**src/rtl/alu_pkg.sv**
```systemverilog
// Shared ALU opcode, write-back destination and FSM encodings.
// Used by the ALU decoder and the write-back stage.
package alu_pkg;

  localparam int OP_WIDTH = 5;

  localparam logic [4:0] OP_ADD  = 5'b00011;
  localparam logic [4:0] OP_SUB  = 5'b00100;
  localparam logic [4:0] OP_AND  = 5'b00101;
  localparam logic [4:0] OP_OR   = 5'b00110;
  localparam logic [4:0] OP_SHR  = 5'b00111;
  localparam logic [4:0] OP_SHRA = 5'b01000;
  localparam logic [4:0] OP_SHL  = 5'b01001;
  localparam logic [4:0] OP_ROR  = 5'b01010;
  localparam logic [4:0] OP_ROL  = 5'b01011;
  localparam logic [4:0] OP_ADDI = 5'b01100;
  localparam logic [4:0] OP_ANDI = 5'b01101;
  localparam logic [4:0] OP_ORI  = 5'b01110;
  localparam logic [4:0] OP_MUL  = 5'b01111;
  localparam logic [4:0] OP_DIV  = 5'b10000;
  localparam logic [4:0] OP_NEG  = 5'b10001;
  localparam logic [4:0] OP_NOT  = 5'b10010;

  localparam logic [1:0] WB_DEST_RD = 2'b00;
  localparam logic [1:0] WB_DEST_LO = 2'b01;
  localparam logic [1:0] WB_DEST_HI = 2'b10;

  typedef enum logic [2:0] {
    S_IDLE,
    S_WB_RD,
    S_WB_LO,
    S_WB_HI,
    S_DONE
  } wb_state_t;

  typedef enum logic [1:0] {
    K_SINGLE,
    K_DOUBLE,
    K_BAD
  } wb_kind_t;

  function automatic wb_kind_t wb_kind(
    input logic [OP_WIDTH-1:0] op
  );
    logic single;
    logic double;
    wb_kind_t k;
    single = (op >= OP_ADD && op <= OP_ORI)
          || op == OP_NEG
          || op == OP_NOT;
    double = op == OP_MUL || op == OP_DIV;
    unique case (1'b1)
      single:  k = K_SINGLE;
      double:  k = K_DOUBLE;
      default: k = K_BAD;
    endcase
    return k;
  endfunction

endpackage

```
**src/rtl/zreg_pair.sv**
```systemverilog
// 64-bit Z capture register (high/low halves).
// Synchronous clear has priority over load.
module zreg_pair #(
  parameter int DATA_W = 32
) (
  input  logic              clock,
  input  logic              clear,
  input  logic              load,
  input  logic [DATA_W-1:0] capture_high,
  input  logic [DATA_W-1:0] capture_low,
  output logic [DATA_W-1:0] high,
  output logic [DATA_W-1:0] low
);

  always_ff @(posedge clock) begin
    if (clear) begin
      high <= '0;
      low  <= '0;
    end else if (load) begin
      high <= capture_high;
      low  <= capture_low;
    end
  end

endmodule

```
**src/rtl/alu_writeback.sv**
```systemverilog
// ALU result write-back stage: captures Z, then issues
// one Rd write or LO/HI writes over a valid/ready port.
module alu_writeback
  import alu_pkg::*;
#(
  parameter int DATA_W = 32,
  parameter int OP_W   = OP_WIDTH
) (
  input  logic              clock,
  input  logic              clear,
  input  logic              start,
  input  logic [OP_W-1:0]   opcode,
  input  logic [DATA_W-1:0] z_high_in,
  input  logic [DATA_W-1:0] z_low_in,
  input  logic              wb_ready,
  output logic              wb_valid,
  output logic [1:0]        wb_dest,
  output logic [DATA_W-1:0] wb_data,
  output logic [DATA_W-1:0] z_high,
  output logic [DATA_W-1:0] z_low,
  output logic              busy,
  output logic              done,
  output logic              bad_op
);

  wb_state_t       state;
  logic [OP_W-1:0] op_q;
  logic            accept;
  wb_kind_t        kind;

  assign accept = (state == S_IDLE) && start;
  assign kind   = wb_kind(opcode);

  zreg_pair #(
    .DATA_W(DATA_W)
  ) u_zreg (
    .clock       (clock),
    .clear       (clear),
    .load        (accept),
    .capture_high(z_high_in),
    .capture_low (z_low_in),
    .high        (z_high),
    .low         (z_low)
  );

  // Outputs are loaded alongside the next state, so
  // wb_ready never reaches wb_valid combinationally.
  always_ff @(posedge clock) begin
    if (clear) begin
      state    <= S_IDLE;
      op_q     <= '0;
      bad_op   <= 1'b0;
      wb_valid <= 1'b0;
      wb_dest  <= WB_DEST_RD;
      wb_data  <= '0;
      busy     <= 1'b0;
      done     <= 1'b0;
    end else begin
      unique case (state)
        S_IDLE: begin
          if (start) begin
            op_q   <= opcode;
            bad_op <= 1'b0;
            busy   <= 1'b1;
            unique case (kind)
              K_SINGLE: begin
                state    <= S_WB_RD;
                wb_valid <= 1'b1;
                wb_dest  <= WB_DEST_RD;
                wb_data  <= z_low_in;
              end
              K_DOUBLE: begin
                state    <= S_WB_LO;
                wb_valid <= 1'b1;
                wb_dest  <= WB_DEST_LO;
                wb_data  <= z_low_in;
              end
              default: begin
                state  <= S_DONE;
                bad_op <= 1'b1;
                done   <= 1'b1;
              end
            endcase
          end
        end
        S_WB_RD, S_WB_HI: begin
          if (wb_ready) begin
            state    <= S_DONE;
            wb_valid <= 1'b0;
            wb_dest  <= WB_DEST_RD;
            wb_data  <= '0;
            done     <= 1'b1;
          end
        end
        S_WB_LO: begin
          if (wb_ready) begin
            state   <= S_WB_HI;
            wb_dest <= WB_DEST_HI;
            wb_data <= z_high;
          end
        end
        S_DONE: begin
          state <= S_IDLE;
          done  <= 1'b0;
          busy  <= 1'b0;
        end
        default: begin
          state    <= S_IDLE;
          wb_valid <= 1'b0;
          wb_dest  <= WB_DEST_RD;
          wb_data  <= '0;
          busy     <= 1'b0;
          done     <= 1'b0;
        end
      endcase
    end
  end

endmodule
```
**config.mk**
```make
export PLATFORM = sky130hd
export DESIGN_NAME = alu_writeback
export DESIGN_NICKNAME = d
export VERILOG_FILES = /design/src/rtl/alu_pkg.sv /design/src/rtl/zreg_pair.sv /design/src/rtl/alu_writeback.sv
export SDC_FILE = /design/constraint.sdc
export NUM_CORES = 1
export LEC_CHECK = 0
export BUFFER_PORTS_ARGS = -buffer_cell sky130_fd_sc_hd__buf_2
export CAP_MARGIN = 20
export CORE_UTILIZATION = 39
export DETAILED_ROUTE_END_ITERATION = 8
export PLACE_DENSITY = 0.67
export SLEW_MARGIN = 30
export SYNTH_ARGS = -nofsm -noshare
export SYNTH_HDL_FRONTEND = slang
export SYNTH_SLANG_ARGS = --single-unit
```
**constraint.sdc**
```tcl
create_clock -name clock -period 1.8 [get_ports clock]
set_input_delay 0.36 -clock clock [delete_from_list [all_inputs] [get_ports clock]]
set_output_delay 0.36 -clock clock [all_outputs]
set_load 0.02 [all_outputs]
```
==> reports/results.ini, run 1 <==
[clocking]
cts.sinks = 105
postCtsHoldBufs = 0
cts_root_buffer = clkbuf_8
clk_pin_slew_ns = 0.11
htreeDepth = 3
tritoncts = done
clk_latency_ns = 0.37
cts_buffers = 9
cts_buffer_depth = 2

[setup_path]
cp-end-kind = flop
slowest_stage = dfxtp_1
critPathArrivalTime_ns = 1.98
crit_path_cell_trace = buf_4 -> nor2_1 -> nand3b_1 -> clkbuf_8 -> nand2_1 -> a21oi_1
crit_start = state[1]$_SDFFE_PP0P_
crit_path_start_kind = flop
path_class = reg2reg
required_ns = 2.10
r2r_start = state[1]$_SDFFE_PP0P_
path_max_fanout = 39
slowest_delay_ns = 0.47

[power]
irDropWorstVdd_mv = 0.494
power.leakage_nw = 2.44
powerDensity_nw_per_um2 = 973

[timing]
finalHoldViolations = 0
maxSlewHeadroom = 0.750
fin_crit_ns = 1.68
max_freq_mhz = 597
rsz0062_at_grt = yes
holdWs_ns = 0.212
setup_viol_count_final = 0
fin_skew_ns = 0.0112
min_period_over_period = 0.931
slew_violations = 0
tightest_slew_ns = 0.374

[placed_design]
dp.cells = 774
gp_congestion = 0.828
hpwl_um = 8310
dpl_cell_area_um2 = 5140
io_buffers = 174

[cells_and_area]
nets = 722
stdcell_count = 789
final_core_util = 0.521
multi_input_area_um2 = 1810
areaGrowthSynthToFinish_pct = 30.4
drive_gt1_frac = 0.332
antenna_cells = 0
fin_area_um2 = 5360
fill_cells = 1062
seq_area_um2 = 2100

[route]
drtIter0Drc = 220
drt-total-wl_um = 11500
drtAntennaViolNets = 0
drt-wirelength-per-cell_um = 14.5
vias_per_cell = 5.01
drtPass1Iterations = 6
drc = 0
num_vias = 3956

[floorplanning]
die_w_um = 105
io_pins = 175
die_h_um = 105
dieArea_um2 = 11000
start_util = 0.400
core_um2 = 10300
fp-row-count = 37

[yosys]
synth_top_family_by_area = compound AO/OA/AOI/OAI gates
syn_area_per_cell_um2 = 8.51
synth-xor-area-share = 0.00213
synthTopCellsByArea = dfxtp_1 51%, a21oi_1 12%, nand2_1 12%
syn_area_um2 = 4110
yosysTopAreaCell = dfxtp_1
synth-async-reset-ratio = 0
synth_most_common_cell = nand2_1
synth_compound_area_frac = 0.229
synthAdderAreaFrac = 0
synth-edff-count = 0
synthCells = 483
yosys.area_share.simple = 0.199
synthesis.nets = 556
seq_area_frac_synth = 0.512
synth-main-ff-cell = dfxtp_1
ys_types = 38
yosys-top-cells-count = 130 x nand2_1, 105 x dfxtp_1, 99 x a21oi_1
synth-seq-cells = 105
muxShareOfSynthArea = 0.00761
yosysTopAreaCellShare = 0.512
yosysWarnings = 0

[global_routing]
antenna_found_initial = 0
track_usage = 0.212
grt_max_degree = 46
grt_pass1_vias = 3748
grt_overflow = 0
grt_pass1_wl_um = 18600
use_met3 = 0.0449
met1_usage = 0.266
grt.busiest_layer = met2
met2_usage = 0.352

[hold_path]
hold_path_class = in2reg
hp-start = z_high_in[4]

[status]
status = completed

[flow_run]
maxCapViolCount = 0

worst paths after layout:
check                                                     to  slack, ns  depth (start not counted)
worst max-delay path            u_zreg.high[20]$_SDFFE_PP0P_       0.12                          6
worst min-delay path             u_zreg.high[4]$_SDFFE_PP0P_       0.21                          3
worst max register to register  u_zreg.high[20]$_SDFFE_PP0P_       0.12                          6
worst min register to register   u_zreg.low[10]$_SDFFE_PP0P_       0.46                          2
cells by family after synthesis:
group | after synthesis
multiplexers | 3
buffers and inverters | 40
XOR/XNOR | 1
AO/OA/AOI/OAI | 149
flip-flops | 105
AND/OR/NAND/NOR | 185
worst max-delay path, delay by kind of cell, from the launching register on:
kind,cells,cell delay [ns]
buf+inv,2,0.56
flops,1,0.47
simple gates,3,0.41
compound gates,1,0.16
through the flow:
stage | TNS [ns] | worst slack (ns) | power (W)
after floorplan | 0 | 0.149 | 0.00335
after CTS | 0 | 0.0678 | 0.00526
final | 0 | 0.125 | 0.00521
after global placement | -1.81 | -0.0691 | 0.00375
after global routing | -0.0551 | -0.0332 | 0.00546
after detailed placement | -1.94 | -0.0835 | 0.00377
per-layer routing:
layer	vias to the layer above	part of all wire	wire [µm]
met5	-	0	0
met4	0	0.013	145
met3	11	0.062	708
met2	139	0.48	5460
met1	1825	0.45	5160
li1	1981	-	-
cell type report:
class | count | area share
Clock inverter | 6 | 0.0135
Multi-Input combinational cell | 338 | 0.338
Timing Repair Buffer | 194 | 0.200
Clock buffer | 9 | 0.0231
Sequential cell | 105 | 0.392
Inverter | 1 | 0.000701
Tap cell | 136 | 0.0318
report_power, final:
part / switching [W] / internal, W
Combinational: 0.000684 / 0.000407
Sequential: 0.000119 / 0.00251
Clock: 0.000834 / 0.000656
Total: 0.00164 / 0.00357
placed cells by master, fill, tap and decap left out, types with 3 or more instances in the layout:
master,synthesis,layout
a21oi_1,99,99
buf_12,0,3
buf_2,13,174
buf_4,1,14
clkbuf_8,0,10
dfxtp_1,105,105
inv_6,0,4
nand2_1,130,130
nor2_1,7,7
nor2b_1,33,33
nor3_1,4,4
o21ai_0,4,4
o2bb2ai_1,33,33
registers in the layout, indices dropped and copies added, names as in the netlist:
register,cells
wb_data,32
u_zreg.high,32
busy,1
state,3
u_zreg.low,32
done,1
bad_op,1
wb_dest,2
wb_valid,1
timing repair:
action	4_1_cts	5_1_grt
setup endpoints to repair	0	54
setup buffers	0	0
gates resized for setup	0	5
Note: power is estimated with default switching activity, not from simulation.
==> inputs of run 2 (changes only) <==
--- a/config.mk
+++ b/config.mk
@@ -7,9 +7,9 @@
 export LEC_CHECK = 0
 export BUFFER_PORTS_ARGS = -buffer_cell sky130_fd_sc_hd__buf_2
 export CAP_MARGIN = 20
-export CORE_UTILIZATION = 39
+export CORE_UTILIZATION = 47
 export DETAILED_ROUTE_END_ITERATION = 8
-export PLACE_DENSITY = 0.67
+export PLACE_DENSITY = 0.79
 export SLEW_MARGIN = 30
 export SYNTH_ARGS = -nofsm -noshare
 export SYNTH_HDL_FRONTEND = slang
==> reports/results.ini, run 2 (synthesis gave the netlist of run 1 again) <==
[global_routing]
track_usage = 0.256  ; +0.0445
grt_pass1_wl_um = 18000  ; -3.0%
grt_pass1_vias = 3691  ; -1.5%
antenna_found_initial = 0  ; unchanged
grt_overflow = 0  ; unchanged
grt_max_degree = 38  ; -17%

[floorplanning]
start_util = 0.493  ; +0.0928
fp-row-count = 33  ; -11%
io_pins = 175  ; unchanged
core_um2 = 8340  ; -19%
die_w_um = 95.5  ; -8.7%
die_h_um = 95.5  ; -8.7%
dieArea_um2 = 9120  ; -17%

[clocking]
cts_buffers = 9  ; unchanged
clk_latency_ns = 0.37  ; about the same
tritoncts = done
cts_buffer_depth = 2  ; unchanged
cts.sinks = 105  ; unchanged
htreeDepth = 3  ; unchanged
cts_root_buffer = clkbuf_8
clk_pin_slew_ns = 0.10  ; about the same

[setup_path]
required_ns = 2.10  ; about the same
path_max_fanout = 29  ; -26%
crit_path_start_kind = flop
crit_start = state[0]$_SDFFE_PP0P_
r2r_start = state[0]$_SDFFE_PP0P_
path_class = reg2reg
cp-end-kind = flop
critPathArrivalTime_ns = 2.00  ; +0.02 ns

[route]
drt-total-wl_um = 11800  ; +2.8%
vias_per_cell = 5.29  ; +5.5%
drt-wirelength-per-cell_um = 15.4  ; +6.1%
drtAntennaViolNets = 0  ; unchanged
drc = 0  ; unchanged
drtPass1Iterations = 4  ; -2
drtIter0Drc = 120  ; -45%
num_vias = 4041  ; +2.1%

[timing]
tightest_slew_ns = 0.367  ; -0.00665 ns
setup_viol_count_final = 0  ; unchanged
slew_violations = 0  ; unchanged
maxSlewHeadroom = 0.749  ; -0.00155
finalHoldViolations = 0  ; unchanged
min_period_over_period = 0.944  ; +0.0132
fin_crit_ns = 1.70  ; +0.0237 ns
rsz0062_at_grt = no
setup_tns_ns = 0  ; unchanged
fin_skew_ns = 0.00837  ; -0.00280 ns
holdWs_ns = 0.210  ; -0.00239 ns
max_freq_mhz = 589  ; -1.4%

[placed_design]
io_buffers = 174  ; unchanged
gp_congestion = 0.807  ; -2.6%
dpl_cell_area_um2 = 5120  ; -0.56%
hpwl_um = 8190  ; -1.4%

[cells_and_area]
final_common_cell = buf_2
nets = 727  ; +0.69%
areaGrowthSynthToFinish_pct = 32.2
final_core_util = 0.652  ; +0.130
final_cell_mix = 174 x buf_2, 130 x nand2_1, 104 x dfxtp_1
top_regs = u_zreg.high x32, u_zreg.low x32, wb_data x32
drive_gt1_frac = 0.341  ; +0.00911
fin_area_um2 = 5430  ; +1.4%
antenna_cells = 0  ; unchanged

[flow_run]
maxCapViolCount = 0  ; unchanged

[status]
status = completed

[hold_path]
hp-start = z_high_in[16]
hold_path_class = in2reg

[power]
swShare = 0.323  ; +0.00856
comb_power_share = 0.227  ; +0.018
p_int_w = 0.00349  ; -2.4%
p_sw_w = 0.00166  ; +1.5%
power.leakage_nw = 2.48  ; +1.7%
p_clk_frac = 0.264  ; -0.022
powerDensity_nw_per_um2 = 948  ; -2.5%
power_frac_seq = 0.510  ; +0.006
irDropWorstVdd_mv = 0.440  ; -11%

[run 2: cell count changes in the layout (fill, tap and decap cells not counted), moves of 2 or more]
cell    previous run  this run
nor2_2             0         2
buf_12             3         7
inv_6              4         2
nor2_1             7         5
[run 2: critical path, cell delays in order (launching register included)]
cell     delay, ns
dfxtp_1       0.35
buf_4         0.18
or2_4         0.30
nor3b_4       0.21
buf_4         0.17
buf_12        0.18
nand2_1       0.08
a21oi_1       0.14
[run 2: what timing repair did]
item / CTS / global route
pin swaps: 1 / 3
hold buffers: 0 / 0
endpoints found under the setup margin: 78 / 97
cloned: 0 / 1
resized for setup: 4 / 12
setup buffers: 0 / 6
[run 2: routing by layer]
layer	vias to the layer above	GRT usage	share of wire
met5	-	0	0
met2	143	0.436	0.49
li1	1988	-	-
met4	0	0.0933	0.011
met3	15	0.0654	0.069
met1	1895	0.311	0.43
[run 2: final timing paths]
kind                                   to  slack [ns]  cells after the start
min reg2reg   u_zreg.low[15]$_SDFFE_PP0P_        0.46                      2
max          u_zreg.high[21]$_SDFFE_PP0P_        0.10                      7
min          u_zreg.high[16]$_SDFFE_PP0P_        0.21                      3
max reg2reg  u_zreg.high[21]$_SDFFE_PP0P_        0.10                      7
[run 2: area by class of cell]
cell class              instances  area (µm²)
clock inverters                 6        50.0
multi-input cells             338        1840
clock buffers                  10         128
well taps                     105         131
fillers                       764        2910
flip-flops and latches        105        2100
inverters                       1        3.75
repair buffers                199        1170
[run 2: power by group through the flow]
stage | logic [W] | registers [W] | clock network [W]
CTS | 0.00111 | 0.00263 | 0.00139
global route | 0.00127 | 0.00265 | 0.00150
detailed placement | 0.00111 | 0.00267 | 0
global placement | 0.00108 | 0.00267 | 0
finish | 0.00117 | 0.00263 | 0.00136
floorplan | 0.000462 | 0.00288 | 0
[run 2: stage by stage]
step / worst slack [ns] / cells / total power (W)
2_1_floorplan: 0.149 / 483 / 0.00335
3_3_place_gp: 0.0168 / 741 / 0.00375
3_5_place_dp: -0.115 / 741 / 0.00378
4_1_cts: 0.00286 / 757 / 0.00513
5_1_grt: 0.0108 / 764 / 0.00542
6_report: 0.101 / 764 / 0.00515
